**config.mk**
```make
export PLATFORM = sky130hd
export DESIGN_NAME = pwm_duty_decoder
export DESIGN_NICKNAME = d
export VERILOG_FILES = /design/src/rtl/pwm_duty_decoder_pkg.sv /design/src/rtl/pwm_duty_decoder_edge_sample.sv /design/src/rtl/pwm_duty_decoder.sv
export SDC_FILE = /design/constraint.sdc
export NUM_CORES = 1
export LEC_CHECK = 0
export CAP_MARGIN = 10
export CORE_MARGIN = 3
export CORE_UTILIZATION = 60
export CTS_CLUSTER_SIZE = 10
export DETAILED_ROUTE_END_ITERATION = 12
export PLACE_DENSITY = 0.82
export SLEW_MARGIN = 40
export SYNTH_ARGS = -nofsm -noshare
export SYNTH_HDL_FRONTEND = slang
export SYNTH_SLANG_ARGS = --single-unit
```
**constraint.sdc**
```tcl
create_clock -name clk -period 8.7 [get_ports clk]
set_input_delay 1.305 -clock clk [delete_from_list [all_inputs] [get_ports clk]]
set_output_delay 1.305 -clock clk [all_outputs]
set_load 0.005 [all_outputs]
```
**src/rtl/pwm_duty_decoder_pkg.sv**
```systemverilog
// Shared types and helpers for the PWM duty decoder: FSM state encoding,
// signed 12-bit speed limits and the saturating narrowing function.
package pwm_dec_pkg;

  typedef enum logic [1:0] {
    IDLE,
    MEASURE,
    STALE
  } state_t;

  localparam logic signed [11:0] SPD_MAX = 12'sh7FF;
  localparam logic signed [11:0] SPD_MIN = 12'sh800;

  function automatic logic signed [11:0] sat12(input logic signed [31:0] val);
    if (val > 32'sd2047) return SPD_MAX;
    if (val < -32'sd2048) return SPD_MIN;
    return 12'(val);
  endfunction

endpackage

```
**src/rtl/pwm_duty_decoder_edge_sample.sv**
```systemverilog
// One PWM leg: optional 2-flop synchronizer (PWM_DEC_SYNC_EN), sampling
// register and rising-edge detect against the previous sample.
module pwm_edge_sample (
  input  logic clk,
  input  logic rst_n,
  input  logic pwm,
  output logic samp,
  output logic rise
);

  logic in_q;
  logic prev;

`ifdef PWM_DEC_SYNC_EN
  logic sync1;
  logic sync2;

  always_ff @(posedge clk) begin
    if (!rst_n) begin
      sync1 <= 1'b0;
      sync2 <= 1'b0;
    end else begin
      sync1 <= pwm;
      sync2 <= sync1;
    end
  end

  assign in_q = sync2;
`else
  assign in_q = pwm;
`endif

  always_ff @(posedge clk) begin
    if (!rst_n) begin
      samp <= 1'b0;
      prev <= 1'b0;
    end else begin
      samp <= in_q;
      prev <= samp;
    end
  end

  assign rise = samp & ~prev;

endmodule

```
**src/rtl/pwm_duty_decoder.sv**
```systemverilog
// Recovers the signed 12-bit speed from a complementary PWM pair, with stale
// and sticky shoot-through detection. PWM_DEC_SYNC_EN adds input synchronizers.
module pwm_duty_decoder
  import pwm_dec_pkg::*;
#(
  parameter int CNT_W   = 13,
  parameter int TIMEOUT = 8192,
  parameter bit INVERT  = 1'b0
) (
  input  logic                    clk,
  input  logic                    rst_n,
  input  logic                    PWM1,
  input  logic                    PWM2,
  input  logic                    clr_flt,
  output logic signed [11:0]      spd,
  output logic [CNT_W-1:0]        period,
  output logic                    vld,
  output logic                    stale,
  output logic                    shoot_thru
);

  localparam logic [CNT_W-1:0] CNT_MAX = '1;

  logic p1, p2, rise;
  logic [CNT_W-1:0] per, hi1, hi2, since_edge;
  logic timeout;
  logic signed [CNT_W:0] diff, half;
  logic signed [11:0] meas_spd, stale_spd;
  logic load_meas, load_stale, clr_stale;
  state_t state, state_nxt;

  pwm_edge_sample u_leg1 (.clk(clk), .rst_n(rst_n), .pwm(PWM1), .samp(p1), .rise(rise));
  pwm_edge_sample u_leg2 (.clk(clk), .rst_n(rst_n), .pwm(PWM2), .samp(p2), .rise());

  function automatic logic signed [11:0] orient(input logic signed [11:0] v);
    if (INVERT) return sat12(32'sd0 - 32'(v));
    return v;
  endfunction

  // Counters restart on every PWM1 rise, counting the rise cycle itself.
  always_ff @(posedge clk) begin
    if (!rst_n) begin
      per        <= '0;
      hi1        <= '0;
      hi2        <= '0;
      since_edge <= '0;
    end else if (rise) begin
      per        <= CNT_W'(1);
      hi1        <= CNT_W'(1);
      hi2        <= CNT_W'(p2);
      since_edge <= '0;
    end else begin
      if (per != CNT_MAX) per <= per + 1'b1;
      if (p1 && hi1 != CNT_MAX) hi1 <= hi1 + 1'b1;
      if (p2 && hi2 != CNT_MAX) hi2 <= hi2 + 1'b1;
      if (since_edge != CNT_MAX) since_edge <= since_edge + 1'b1;
    end
  end

  assign timeout  = (32'(since_edge) >= 32'(TIMEOUT - 1));
  assign diff     = $signed({1'b0, hi1}) - $signed({1'b0, hi2});
  assign half     = diff >>> 1;
  assign meas_spd = sat12(32'(half));

  always_comb begin
    stale_spd = 12'sd0;
    if (p1)      stale_spd = SPD_MAX;
    else if (p2) stale_spd = SPD_MIN;
  end

  always_comb begin
    state_nxt  = state;
    load_meas  = 1'b0;
    load_stale = 1'b0;
    clr_stale  = 1'b0;
    case (state)
      IDLE: begin
        if (rise) state_nxt = MEASURE;
        else if (timeout) begin
          state_nxt  = STALE;
          load_stale = 1'b1;
        end
      end
      MEASURE: begin
        if (rise) load_meas = 1'b1;
        else if (timeout) begin
          state_nxt  = STALE;
          load_stale = 1'b1;
        end
      end
      STALE: begin
        // The period that ends here is partial, so no measurement is reported.
        if (rise) begin
          state_nxt = MEASURE;
          clr_stale = 1'b1;
        end
      end
      default: state_nxt = IDLE;
    endcase
  end

  always_ff @(posedge clk) begin
    if (!rst_n) begin
      state      <= IDLE;
      spd        <= '0;
      period     <= '0;
      vld        <= 1'b0;
      stale      <= 1'b0;
      shoot_thru <= 1'b0;
    end else begin
      state <= state_nxt;
      vld   <= load_meas | load_stale;
      if (load_meas) begin
        spd    <= orient(meas_spd);
        period <= per;
      end else if (load_stale) begin
        spd    <= orient(stale_spd);
        period <= '0;
        stale  <= 1'b1;
      end
      if (clr_stale) stale <= 1'b0;
      if (p1 && p2)     shoot_thru <= 1'b1;
      else if (clr_flt) shoot_thru <= 1'b0;
    end
  end

endmodule

```
==> out/qor.log, run 1 <==
INFO  routing        detailroute.via_count=3473
INFO  clock_tree     cts.reportedPaths.clkPinSlew=0.09ns
INFO  routing        drcViolationCount=0
INFO  hold_path      timing.hold.worst.class=flop to flop
INFO  routing        via_per_inst=5.87
INFO  status         status=finished, final reports clean
INFO  clock_tree     clock_tree_from_tritoncts=done
INFO  timing         final_max_slew_viol_count=0
INFO  routing        drtPass1Iterations=4
INFO  clock_tree     cts_inserted_buffers=9
INFO  synth          yosysWarningCount=0
INFO  layout         final_net_count=532
INFO  global_routing grt_overflow=0
INFO  synth          ys_types=55
INFO  synth          ys_dominant_reg_cell=sky130_fd_sc_hd__dfxtp_1
INFO  power_and_ir_drop power_leakage=1.73nW
INFO  power_and_ir_drop total_power=746µW
INFO  floorplanning  rows=29
INFO  critical_path  cp_max_fo=10
INFO  clock_tree     cts.hold.buffers_added=0
INFO  routing        antenna_violating_nets_post_route=0
INFO  layout         layout.cell_area.non_filler=4680µm²
INFO  synth          syn-num-nets=503
INFO  synth          synthArstFlopShare=0%
INFO  job            maxCapViolations=0
INFO  power_and_ir_drop share_comb_of_total_power=6.8%
INFO  layout         fillCellCount=508
INFO  global_routing grt_first_pass_wirelength=14500µm
INFO  clock_tree     clock_tree.root_cell=sky130_fd_sc_hd__clkbuf_8
INFO  floorplanning  io-pin-count=33
INFO  synth          post-synth-top-area-cell=sky130_fd_sc_hd__dfxtp_1
INFO  timing         tightestPinTransition=0.785ns
INFO  clock_tree     clk_path_buf_depth=2
INFO  global_routing grt_use_total=23.0%
INFO  synth          postSynthCellCount=481
INFO  timing         timing.final.crit_period=3.06ns
INFO  power_and_ir_drop power.clock.fraction=39.5%
INFO  global_routing grt_antenna_before_repair=0
INFO  power_and_ir_drop power.ir.vdd_worst=122µV
INFO  power_and_ir_drop cellPowerDensity=159nW/µm²
INFO  routing        finalWirelength=8470µm
INFO  clock_tree     htreeDepth=3
INFO  timing         rsz0062_at_grt=false
INFO  floorplanning  die_x=88.7µm
INFO  layout         final_layout_size_suffix_gt1_share=6.02%
INFO  timing         period_share=35.2%
INFO  place          gp_congestion=0.856
INFO  synth          number_of_enable_type_register_cells_in_the_synthesized_netlist=0
INFO  synth          synth_area_leaders=sky130_fd_sc_hd__dfxtp_1, sky130_fd_sc_hd__nor2_1, sky130_fd_sc_hd__xnor2_1, sky130_fd_sc_hd__ha_1, sky130_fd_sc_hd__xor2_1
INFO  timing         achievable_clock_frequency=0.326GHz
INFO  synth          post_synth.cell_area_avg=8.53µm²
INFO  floorplanning  initial_core_util=63.1%
INFO  clock_tree     tritoncts_num_sinks=85
INFO  critical_path  worstPathArrival=3.29ns
INFO  global_routing first_global_vias=3393
INFO  synth          synth_area=4100µm²
INFO  routing        wire_per_inst=14.3µm
INFO  global_routing grt_max_degree=43
INFO  timing         report.final.hold_viol_count=0
INFO  synth          synth_seq_cells=85
INFO  place          post-dp-hpwl=6120µm
INFO  place          dpl-instance-area=4470µm²
INFO  power_and_ir_drop power.share.sequential=53.8%
INFO  timing         finalSetupViolations=0
INFO  routing        detailedRoute.firstIterationViolations=114
INFO  synth          post-synth-top-area-fraction=41.5%
INFO  floorplanning  dieHeight=88.7µm
INFO  floorplanning  floorplan.die_area=7860µm²
INFO  timing         fin_setup_tns=0ns
INFO  place          post_place_cells=576
INFO  clock_tree     post_cts.repair.setup_buffers=0
INFO  layout         finalNonFillerCells=592
INFO  place          port_buffers=32
INFO  synth          part_of_the_yosys_area_used_for_sequential_elements=41.5%
INFO  power_and_ir_drop p_int=557µW
INFO  power_and_ir_drop switching_share=25.4%
INFO  floorplanning  coreArea=6490µm²
INFO  clock_tree     postCtsResizedCells=0
INFO  timing         worst_clock_skew=0.0124ns
INFO  critical_path  timing.critical_path.required=8.93ns
INFO  critical_path  critical_path.endpoint_type=flop
INFO  power_and_ir_drop power_switching=189µW
INFO  layout         antenna-diode-count=0
INFO  timing         max-slew-margin-rel=47.2%
INFO  layout         area_delta_synth_final=14.1%
INFO  clock_tree     clkLatencyLatePin=0.36ns
INFO  critical_path  worstSetupPathType=flop to flop
INFO  critical_path  critPathLaunchType=flop
-- metal layers --
layer  track usage [%]  vias to the layer above  part of all wire [%]
li1                  -                     1740                     -
met1              27.5                     1644                    45
met2              39.9                       69                    50
met3              4.66                       20                   3.2
met4              10.0                        0                   2.3
met5                 0                        -                     0
-- final timing paths --
check | from | endpoint | slack [ns] | cells past startpoint
max | hi1[0] | spd[1] | 5.64 | 9
min | hi2[1] | hi2[1] | 0.48 | 2
max reg2reg | hi1[0] | spd[1] | 5.64 | 9
min reg2reg | hi2[1] | hi2[1] | 0.48 | 2
-- cells in the final DEF (no fill, tap or decap), types with 4 or more instances in the layout --
master / synthesis / layout
sky130_fd_sc_hd__a22oi_1: 13 / 13
sky130_fd_sc_hd__a21o_1: 5 / 5
sky130_fd_sc_hd__xor2_1: 21 / 21
sky130_fd_sc_hd__dfxtp_1: 85 / 85
sky130_fd_sc_hd__clkbuf_8: 0 / 9
sky130_fd_sc_hd__and3_1: 6 / 6
sky130_fd_sc_hd__nor3_1: 10 / 10
sky130_fd_sc_hd__a21oi_1: 27 / 27
sky130_fd_sc_hd__nand4_1: 11 / 11
sky130_fd_sc_hd__ha_1: 16 / 16
sky130_fd_sc_hd__nand2b_1: 7 / 7
sky130_fd_sc_hd__nor2_1: 78 / 76
sky130_fd_sc_hd__o21ai_0: 18 / 18
sky130_fd_sc_hd__xnor2_1: 23 / 23
sky130_fd_sc_hd__a211oi_1: 7 / 7
sky130_fd_sc_hd__and2_1: 4 / 4
sky130_fd_sc_hd__mux2i_1: 4 / 4
sky130_fd_sc_hd__nand3_1: 26 / 26
sky130_fd_sc_hd__nand2_1: 33 / 33
sky130_fd_sc_hd__and4_1: 9 / 9
sky130_fd_sc_hd__clkdlybuf4s50_1: 0 / 32
sky130_fd_sc_hd__inv_1: 22 / 22
-- critical path, stage by stage (launching register included) --
cell and delay, ns:
sky130_fd_sc_hd__dfxtp_1 0.36, sky130_fd_sc_hd__nand2b_1 0.18, sky130_fd_sc_hd__fa_1 0.43, sky130_fd_sc_hd__a211oi_1 0.32, sky130_fd_sc_hd__o21ai_0 0.21, sky130_fd_sc_hd__a41o_1 0.26, sky130_fd_sc_hd__or3_1 0.31, sky130_fd_sc_hd__a2111o_1 0.56
sky130_fd_sc_hd__o31ai_4 0.23, sky130_fd_sc_hd__a211oi_1 0.07
-- kinds of logic (layout without fill, tap and decap cells) --
family,Yosys count,after routing,share of synthesized area (%)
AO/OA/AOI/OAI,95,95,15.7
XOR/XNOR,44,44,9.40
adder cells (fa/ha/maj),17,17,5.37
buffers and inverters,37,71,3.63
flip-flops,85,85,41.5
multiplexers,5,5,1.25
AND/OR/NAND/NOR,198,198,23.2
-- Yosys cell counts, drive strengths merged (8+ instances only) --
| library cell | count |
|---|---|
| clkbuf | 11 |
| a21o | 8 |
| nor2 | 78 |
| o21ai | 18 |
| and4 | 9 |
| a21oi | 27 |
| a22oi | 13 |
| ha | 16 |
| inv | 22 |
| nand2 | 33 |
| nand4 | 11 |
| xor2 | 21 |
| nor3 | 10 |
| xnor2 | 23 |
| nand3 | 26 |
| dfxtp | 85 |
-- power groups by stage --
stage	clock (mW)	combinational (mW)	sequential (mW)
detailed placement	0	0.0501	0.410
global route	0.314	0.0569	0.402
CTS	0.300	0.0505	0.401
global placement	0	0.0492	0.410
finish	0.294	0.0504	0.401
floorplan	0	0.0376	0.408
-- flip-flops by register name, summed over array words and instances (netlist names) --
signal       count
hi1             13
hi2             13
per             13
period          13
shoot_thru       1
since_edge      13
spd             12
stale            1
state            2
u_leg1.prev      1
u_leg1.samp      1
u_leg2.samp      1
vld              1
-- metrics by stage --
stage          setup slack [ns]  hold slack (ns)  utilization (%)
2_1_floorplan              5.94            0.453                -
3_3_place_gp               5.42            0.459             68.7
3_5_place_dp               5.37            0.470             68.8
4_1_cts                    5.64            0.483             72.1
5_1_grt                    5.46            0.499             72.1
6_report                   5.64            0.482             72.1
-- final cells by class --
type / count / area [µm²] / share of cell area, %
Multi-Input combinational cell: 359 / 2260 / 48.3
Inverter: 22 / 82.6 / 1.76
Clock buffer: 9 / 124 / 2.65
Tap cell: 77 / 96.3 / 2.06
Timing Repair Buffer: 33 / 328 / 7.00
Clock inverter: 7 / 86.3 / 1.84
Sequential cell: 85 / 1700 / 36.4
(Power assumes the default switching activity.)
==> inputs of run 2 (changes only) <==
--- a/config.mk
+++ b/config.mk
@@ -7,10 +7,10 @@
 export LEC_CHECK = 0
 export CAP_MARGIN = 10
 export CORE_MARGIN = 3
-export CORE_UTILIZATION = 60
+export CORE_UTILIZATION = 58
 export CTS_CLUSTER_SIZE = 10
 export DETAILED_ROUTE_END_ITERATION = 12
-export PLACE_DENSITY = 0.82
+export PLACE_DENSITY = 0.8
 export SLEW_MARGIN = 40
 export SYNTH_ARGS = -nofsm -noshare
 export SYNTH_HDL_FRONTEND = slang
==> constraint.sdc (replaced) <==
create_clock -name clk -period 2.9 [get_ports clk]
set_input_delay 0.435 -clock clk [delete_from_list [all_inputs] [get_ports clk]]
set_output_delay 0.435 -clock clk [all_outputs]
set_load 0.005 [all_outputs]
==> run 2 against run 1 <==
  * Critical path type unchanged
  * Global-route usage is essentially flat
  * Largest cell class unchanged
  * Via count grew 1.2%
  * Wire length grew 6.8%
==> out/qor.log, run 2 (same netlist as run 1, synthesis figures left out) <==
INFO  routing        antenna_violating_nets_post_route=0 [unchanged]
INFO  place          dpl-instance-area=4580µm² [+2.5%]
INFO  power_and_ir_drop power_leakage=1.78nW [+3.2%]
INFO  global_routing grt_first_pass_wirelength=15500µm [+6.8%]
INFO  timing         period_share=95.3% [+60 points]
INFO  clock_tree     cts_inserted_buffers=9 [unchanged]
INFO  power_and_ir_drop power.ir.vdd_worst=426µV [+250%]
INFO  clock_tree     clock_tree_from_tritoncts=done
INFO  floorplanning  die_x=90.1µm [+1.6%]
INFO  timing         post-route-worst-setup-slack=0.135ns [-5.50 ns]
INFO  clock_tree     clk_path_buf_depth=2 [unchanged]
INFO  floorplanning  rows=30 [+3.4%]
INFO  global_routing busiest_layer=met2
INFO  global_routing grt_use_total=23.0% [about the same]
INFO  critical_path  cp_max_fo=9 [-1]
INFO  global_routing grt_overflow=0 [unchanged]
INFO  layout         layout.cell_area.non_filler=4770µm² [+2.0%]
INFO  global_routing grt_antenna_before_repair=0 [unchanged]
INFO  global_routing gr-usage-met1=27.0% [-0.54 points]
INFO  critical_path  r2r.worst_path.cells=10 [+1]
INFO  clock_tree     htreeDepth=3 [unchanged]
INFO  critical_path  worstSetupPathType=flop to flop
INFO  global_routing gr-usage-met3=6.11% [+1.5 points]
INFO  critical_path  regToRegStartpoint=hi1[0]
INFO  power_and_ir_drop cellPowerDensity=451nW/µm² [+180%]
INFO  critical_path  critical_path.endpoint_type=flop
INFO  critical_path  critPathLaunchType=flop
INFO  layout         antenna-diode-count=0 [unchanged]
INFO  hold_path      whs_endpoint=shoot_thru
INFO  critical_path  timing.critical_path.required=3.15ns [-5.78 ns]
INFO  layout         final_net_count=545 [+2.4%]
INFO  critical_path  regToRegSetupSlack=0.14ns [-5.50 ns]
INFO  layout         most_common_cell_after_layout_fill_and_taps_aside=sky130_fd_sc_hd__dfxtp_1
INFO  critical_path  cp_slowest_cell=sky130_fd_sc_hd__a2111o_1
INFO  floorplanning  io-pin-count=33 [unchanged]
INFO  routing        detailedRoute.firstIterationViolations=139 [+22%]
INFO  clock_tree     postCtsResizedCells=0 [unchanged]
INFO  timing         max-slew-margin-rel=53.1% [+5.9 points]
INFO  place          gp_congestion=0.830 [-2.9%]
INFO  critical_path  worstPathArrival=3.01ns [-0.28 ns]
INFO  job            maxCapViolations=0 [unchanged]
INFO  routing        drcViolationCount=0 [unchanged]
INFO  timing         timing.final.crit_period=2.76ns [-0.298 ns]
INFO  routing        wire_per_inst=14.5µm [+1.3%]
INFO  clock_tree     tritoncts_num_sinks=85 [unchanged]
INFO  place          dp_slack=0.0522ns [-5.31 ns]
INFO  hold_path      hold_path_depth=2 [unchanged]
INFO  routing        detailroute.via_count=3513 [+1.2%]
INFO  hold_path      timing.hold.worst.class=flop to flop
INFO  routing        finalWirelength=9040µm [+6.8%]
INFO  floorplanning  dieHeight=90.1µm [+1.6%]
INFO  timing         finalSetupViolations=0 [unchanged]
INFO  place          port_buffers=32 [unchanged]
INFO  clock_tree     cts.reportedPaths.clkPinSlew=0.09ns [about the same]
INFO  layout         area_delta_synth_final=16.4%
INFO  clock_tree     cts.hold.buffers_added=0 [unchanged]
INFO  place          post-dp-hpwl=6510µm [+6.5%]
INFO  critical_path  critical_path.most_common_cell=sky130_fd_sc_hd__o21ai_0
INFO  layout         utilization=69.9% [-2.2 points]
INFO  critical_path  timing.critical_path.slowest_cell_delay=0.44ns [-0.12 ns]
INFO  timing         achievable_clock_frequency=0.362GHz [+11%]
INFO  critical_path  r2r_end=spd[6]
INFO  layout         layout.cells.most_common_list=sky130_fd_sc_hd__dfxtp_1, sky130_fd_sc_hd__nor2_1, sky130_fd_sc_hd__nand2_1, sky130_fd_sc_hd__clkdlybuf4s50_1, sky130_fd_sc_hd__a21oi_1
INFO  timing         fin_setup_tns=0ns [unchanged]
INFO  timing         tightestPinTransition=0.702ns [-0.0831 ns]
INFO  routing        via_per_inst=5.63 [-4.0%]
INFO  timing         rsz0062_at_grt=false
INFO  timing         finalHoldWorstSlack=0.478ns [-0.00428 ns]
INFO  clock_tree     post_cts.repair.setup_buffers=0 [unchanged]
INFO  floorplanning  floorplan.die_area=8120µm² [+3.2%]
INFO  global_routing gr-usage-met2=39.8% [-0.053 points]
INFO  global_routing first_global_vias=3397 [+0.12%]
INFO  timing         final_max_slew_viol_count=0 [unchanged]
INFO  clock_tree     clock_tree.root_cell=sky130_fd_sc_hd__clkbuf_8
INFO  hold_path      hold_path_startpoint=shoot_thru
INFO  critical_path  path_cells=nand2b_1 > fa_2 > a211oi_2 > o21ai_0 > a41o_1 > or3_1 > a2111o_1 > buf_4 > o21ai_0 > a21oi_1
INFO  floorplanning  initial_core_util=60.0% [-3.1 points]
INFO  routing        drtPass1Iterations=4 [unchanged]
INFO  timing         report.final.hold_viol_count=0 [unchanged]
INFO  global_routing grt_max_degree=22 [-49%]
INFO  clock_tree     clkLatencyLatePin=0.37ns [about the same]
INFO  status         status=finished, final reports clean
INFO  timing         worst_clock_skew=0.0122ns [-0.000197 ns]
INFO  floorplanning  coreArea=6830µm² [+5.2%]
INFO  layout         final_layout_size_suffix_gt1_share=8.52% [+2.5 points]
-- run 2: cell type report --
class	count	area (µm²)
timing repair buffer	46	425
tap	96	120
clock buffer	9	124
fill	579	2060
multi-input combinational	359	2260
inverter	22	82.6
clock inverter	7	56.3
sequential	85	1700
-- run 2: per-stage QoR --
step | cells | power (mW)
final | 624 | 2.15
after global routing | 624 | 2.24
after CTS | 624 | 2.16
after detailed placement | 608 | 1.39
after global placement | 608 | 1.39
after floorplan | 481 | 1.34
-- run 2: worst max-delay path by stage --
stage | start | endpoint | cells past startpoint
final | hi1[0] | spd[6] | 10
after floorplan | hi1[0] | spd[0] | 10
after global placement | hi1[0] | spd[6] | 10
after CTS | hi1[0] | spd[6] | 10
after detailed placement | hi1[0] | spd[6] | 10
after global routing | hi2[2] | spd[7] | 9
-- run 2: power by group --
part	leakage (nW)	internal [mW]	switching, mW
Combinational	0.999	0.0778	0.0930
Clock	0.0959	0.323	0.457
Sequential	0.688	1.18	0.0173
Total	1.78	1.59	0.567
-- run 2: per-layer routing --
metal,wire length [µm],vias up,part of all wire (%)
met3,335,22,3.7
li1,-,1766,-
met2,4460,62,49
met5,0,-,0
met4,231,0,2.6
met1,4010,1663,44
-- run 2: worst max-delay path: cells and delay by family, from the launching register on --
family	cells	cell delay, ns
AOI/OAI and AO/OA	6	1.27
adders and majority gates	1	0.39
buffers and inverters	1	0.19
DFF	1	0.31
and+or+nand+nor	2	0.48
==> inputs of run 3 (changes only) <==
--- a/config.mk
+++ b/config.mk
@@ -7,10 +7,10 @@
 export LEC_CHECK = 0
 export CAP_MARGIN = 10
 export CORE_MARGIN = 3
-export CORE_UTILIZATION = 58
+export CORE_UTILIZATION = 60
 export CTS_CLUSTER_SIZE = 10
 export DETAILED_ROUTE_END_ITERATION = 12
-export PLACE_DENSITY = 0.8
+export PLACE_DENSITY = 0.82
 export SLEW_MARGIN = 40
 export SYNTH_ARGS = -nofsm -noshare
 export SYNTH_HDL_FRONTEND = slang
==> constraint.sdc (replaced) <==
create_clock -name clk -period 3.3 [get_ports clk]
set_input_delay 0.495 -clock clk [delete_from_list [all_inputs] [get_ports clk]]
set_output_delay 0.495 -clock clk [all_outputs]
set_load 0.005 [all_outputs]
==> run 3 against run 2 <==
  * Cell area decreased by 1.6%
  * First-iteration DRC count decreased by 12%
  * Global-route usage increased by 0.90 points
  * Non-clock buffer count decreased by 10
  * Sequential power decreased by 12%
  * Wire length decreased by 3.9%
  * Critical path type unchanged
  * Critical endpoint is now spd[1]
  * Largest power group unchanged
==> out/qor.log, run 3 (same netlist as run 1, synthesis figures left out) <==
INFO  status         status=finished, final reports clean
INFO  layout         area_delta_synth_final=14.5%
INFO  floorplanning  dieHeight=88.7µm [-1.6%]
INFO  timing         achievable_clock_frequency=0.325GHz [-10%]
INFO  timing         final_max_slew_viol_count=0 [unchanged]
INFO  clock_tree     cts.reportedPaths.clkPinSlew=0.09ns [about the same]
INFO  critical_path  path_cells=nand2b_1 > fa_1 > a211oi_1 > o21ai_0 > a41o_1 > or3_1 > a2111o_2 > o31ai_4 > a211oi_1
INFO  routing        wire_per_inst=14.6µm [+0.74%]
INFO  timing         fin_setup_tns=0ns [unchanged]
INFO  layout         most_common_cell_after_layout_fill_and_taps_aside=sky130_fd_sc_hd__dfxtp_1
INFO  routing        antenna_violating_nets_post_route=0 [unchanged]
INFO  routing        drtPass1Iterations=4 [unchanged]
INFO  critical_path  critical_path.endpoint_type=flop
INFO  job            maxCapViolations=0 [unchanged]
INFO  timing         report.final.hold_viol_count=0 [unchanged]
INFO  power_and_ir_drop total_power=1.95mW [-9.6%]
INFO  critical_path  cp_slowest_cell=sky130_fd_sc_hd__a2111o_2
INFO  floorplanning  initial_core_util=63.1% [+3.1 points]
INFO  routing        drcViolationCount=0 [unchanged]
INFO  critical_path  worstSetupPathType=flop to flop
INFO  power_and_ir_drop cellPowerDensity=414nW/µm² [-8.1%]
INFO  global_routing grt_use_total=23.9% [+0.90 points]
INFO  timing         period_share=93.3% [-2.0 points]
INFO  clock_tree     clk_path_buf_depth=2 [unchanged]
INFO  power_and_ir_drop power.ir.vdd_worst=287µV [-32%]
INFO  clock_tree     htreeDepth=3 [unchanged]
INFO  layout         antenna-diode-count=0 [unchanged]
INFO  routing        detailedRoute.firstIterationViolations=122 [-12%]
INFO  timing         finalSetupViolations=0 [unchanged]
INFO  timing         tightestPinTransition=0.871ns [+0.169 ns]
INFO  global_routing grt_overflow=0 [unchanged]
INFO  floorplanning  die_x=88.7µm [-1.6%]
INFO  place          post-dp-hpwl=6340µm [-2.6%]
INFO  clock_tree     post_cts.repair.setup_buffers=0 [unchanged]
INFO  routing        detailroute.via_count=3450 [-1.8%]
INFO  critical_path  cp_num_cells=9 [-1]
INFO  global_routing grt_max_degree=32 [+45%]
INFO  clock_tree     clock_tree_from_tritoncts=done
INFO  place          post_place_cells=579 [-4.8%]
INFO  place          gp_congestion=0.894 [+7.6%]
INFO  critical_path  timing.critical_path.buf_inv=0 [-1]
INFO  clock_tree     cts.hold.buffers_added=0 [unchanged]
INFO  floorplanning  floorplan.die_area=7860µm² [-3.1%]
INFO  floorplanning  rows=29 [-3.3%]
INFO  global_routing first_global_vias=3337 [-1.8%]
INFO  layout         fillCellCount=523 [-9.7%]
INFO  routing        via_per_inst=5.80 [+3.0%]
INFO  critical_path  critPathLaunchType=flop
INFO  global_routing grt_first_pass_wirelength=14800µm [-4.2%]
INFO  layout         finalNonFillerCells=595 [-4.6%]
INFO  timing         worst_clock_skew=0.00912ns [-0.00305 ns]
INFO  routing        finalWirelength=8680µm [-3.9%]
INFO  clock_tree     cts_inserted_buffers=9 [unchanged]
INFO  timing         rsz0062_at_grt=false
INFO  critical_path  critPathTopFamily=compound AO/OA/AOI/OAI gates
INFO  critical_path  timing.critical_path.required=3.52ns [+0.37 ns]
INFO  place          port_buffers=32 [unchanged]
INFO  clock_tree     clkLatencyLatePin=0.36ns [about the same]
INFO  layout         final_net_count=535 [-1.8%]
INFO  layout         final_layout_size_suffix_gt1_share=5.98% [-2.5 points]
INFO  power_and_ir_drop power_leakage=1.74nW [-2.2%]
INFO  critical_path  timing.critical_path.slowest_cell_delay=0.57ns [+0.13 ns]
INFO  critical_path  worstPathArrival=3.30ns [+0.29 ns]
INFO  clock_tree     tritoncts_num_sinks=85 [unchanged]
INFO  hold_path      timing.hold.worst.class=flop to flop
INFO  critical_path  critical_path.most_common_cell=sky130_fd_sc_hd__a211oi_1
INFO  timing         timing.final.crit_period=3.08ns [+0.315 ns]
INFO  layout         layout.cells.most_common_list=sky130_fd_sc_hd__dfxtp_1, sky130_fd_sc_hd__nor2_1, sky130_fd_sc_hd__nand2_1, sky130_fd_sc_hd__clkdlybuf4s50_1, sky130_fd_sc_hd__a21oi_1
INFO  critical_path  cp_max_fo=10 [+1]
INFO  timing         max-slew-margin-rel=41.4% [-12 points]
INFO  global_routing grt_antenna_before_repair=0 [unchanged]
INFO  critical_path  regToRegSetupSlack=0.22ns [+0.08 ns]
INFO  hold_path      hold_path_depth=2 [unchanged]
INFO  critical_path  r2r.worst_path.cells=9 [-1]
INFO  floorplanning  io-pin-count=33 [unchanged]
INFO  clock_tree     clock_tree.root_cell=sky130_fd_sc_hd__clkbuf_8
INFO  floorplanning  coreArea=6490µm² [-4.9%]
run 3: per-layer routing:
layer	vias up	part of all wire [%]	GRT usage (%)	wire (µm)
met5	-	0	0	0
met4	0	1.6	9.34	141
met3	13	2.3	5.40	199
met2	55	50	40.1	4340
met1	1636	46	29.8	4010
li1	1746	-	-	-
run 3: where the power goes:
part / internal (mW) / switching, mW / leakage [nW]
sequential: 1.04 / 0.0166 / 0.688
clock: 0.363 / 0.387 / 0.100
combinational: 0.0624 / 0.0772 / 0.954
run 3: area by class of cell:
class,count,area (µm²),share of cell area [%]
multi-input combinational,359,2250,48.0
tap,77,96.3,2.05
inverter,22,82.6,1.76
clock buffer,11,131,2.80
timing repair buffer,36,363,7.73
sequential,85,1700,36.2
clock inverter,5,67.6,1.44
run 3: path summary, 6_finish.rpt:
check / end / from
hold / removal: spd[11] / spd[11]
setup / recovery: spd[1] / hi1[0]
hold reg to reg: spd[11] / spd[11]
setup reg to reg: spd[1] / hi1[0]
run 3: metrics by stage:
stage                     hold slack, ns  utilization [%]  worst slack [ns]  instance area, µm²
final                              0.483             72.3             0.220                4700
after global placement             0.459             69.2             0.328                4490
after floorplan                    0.453                -             0.542                4100
after CTS                          0.486             72.3             0.205                4700
after global routing               0.499             72.3            0.0157                4700
after detailed placement           0.476             69.2             0.241                4500
run 3: what timing repair did:
item                                    4_1_cts  5_1_grt
endpoints found under the hold margin         0        0
resized for setup                             0        1
endpoints found under the setup margin        0        2
run 3: tightest hold or removal path, delay by kind of cell (launching register included):
kind	cells	cell delay, ns
compound gates	1	0.06
flops	1	0.32
simple gates	1	0.05
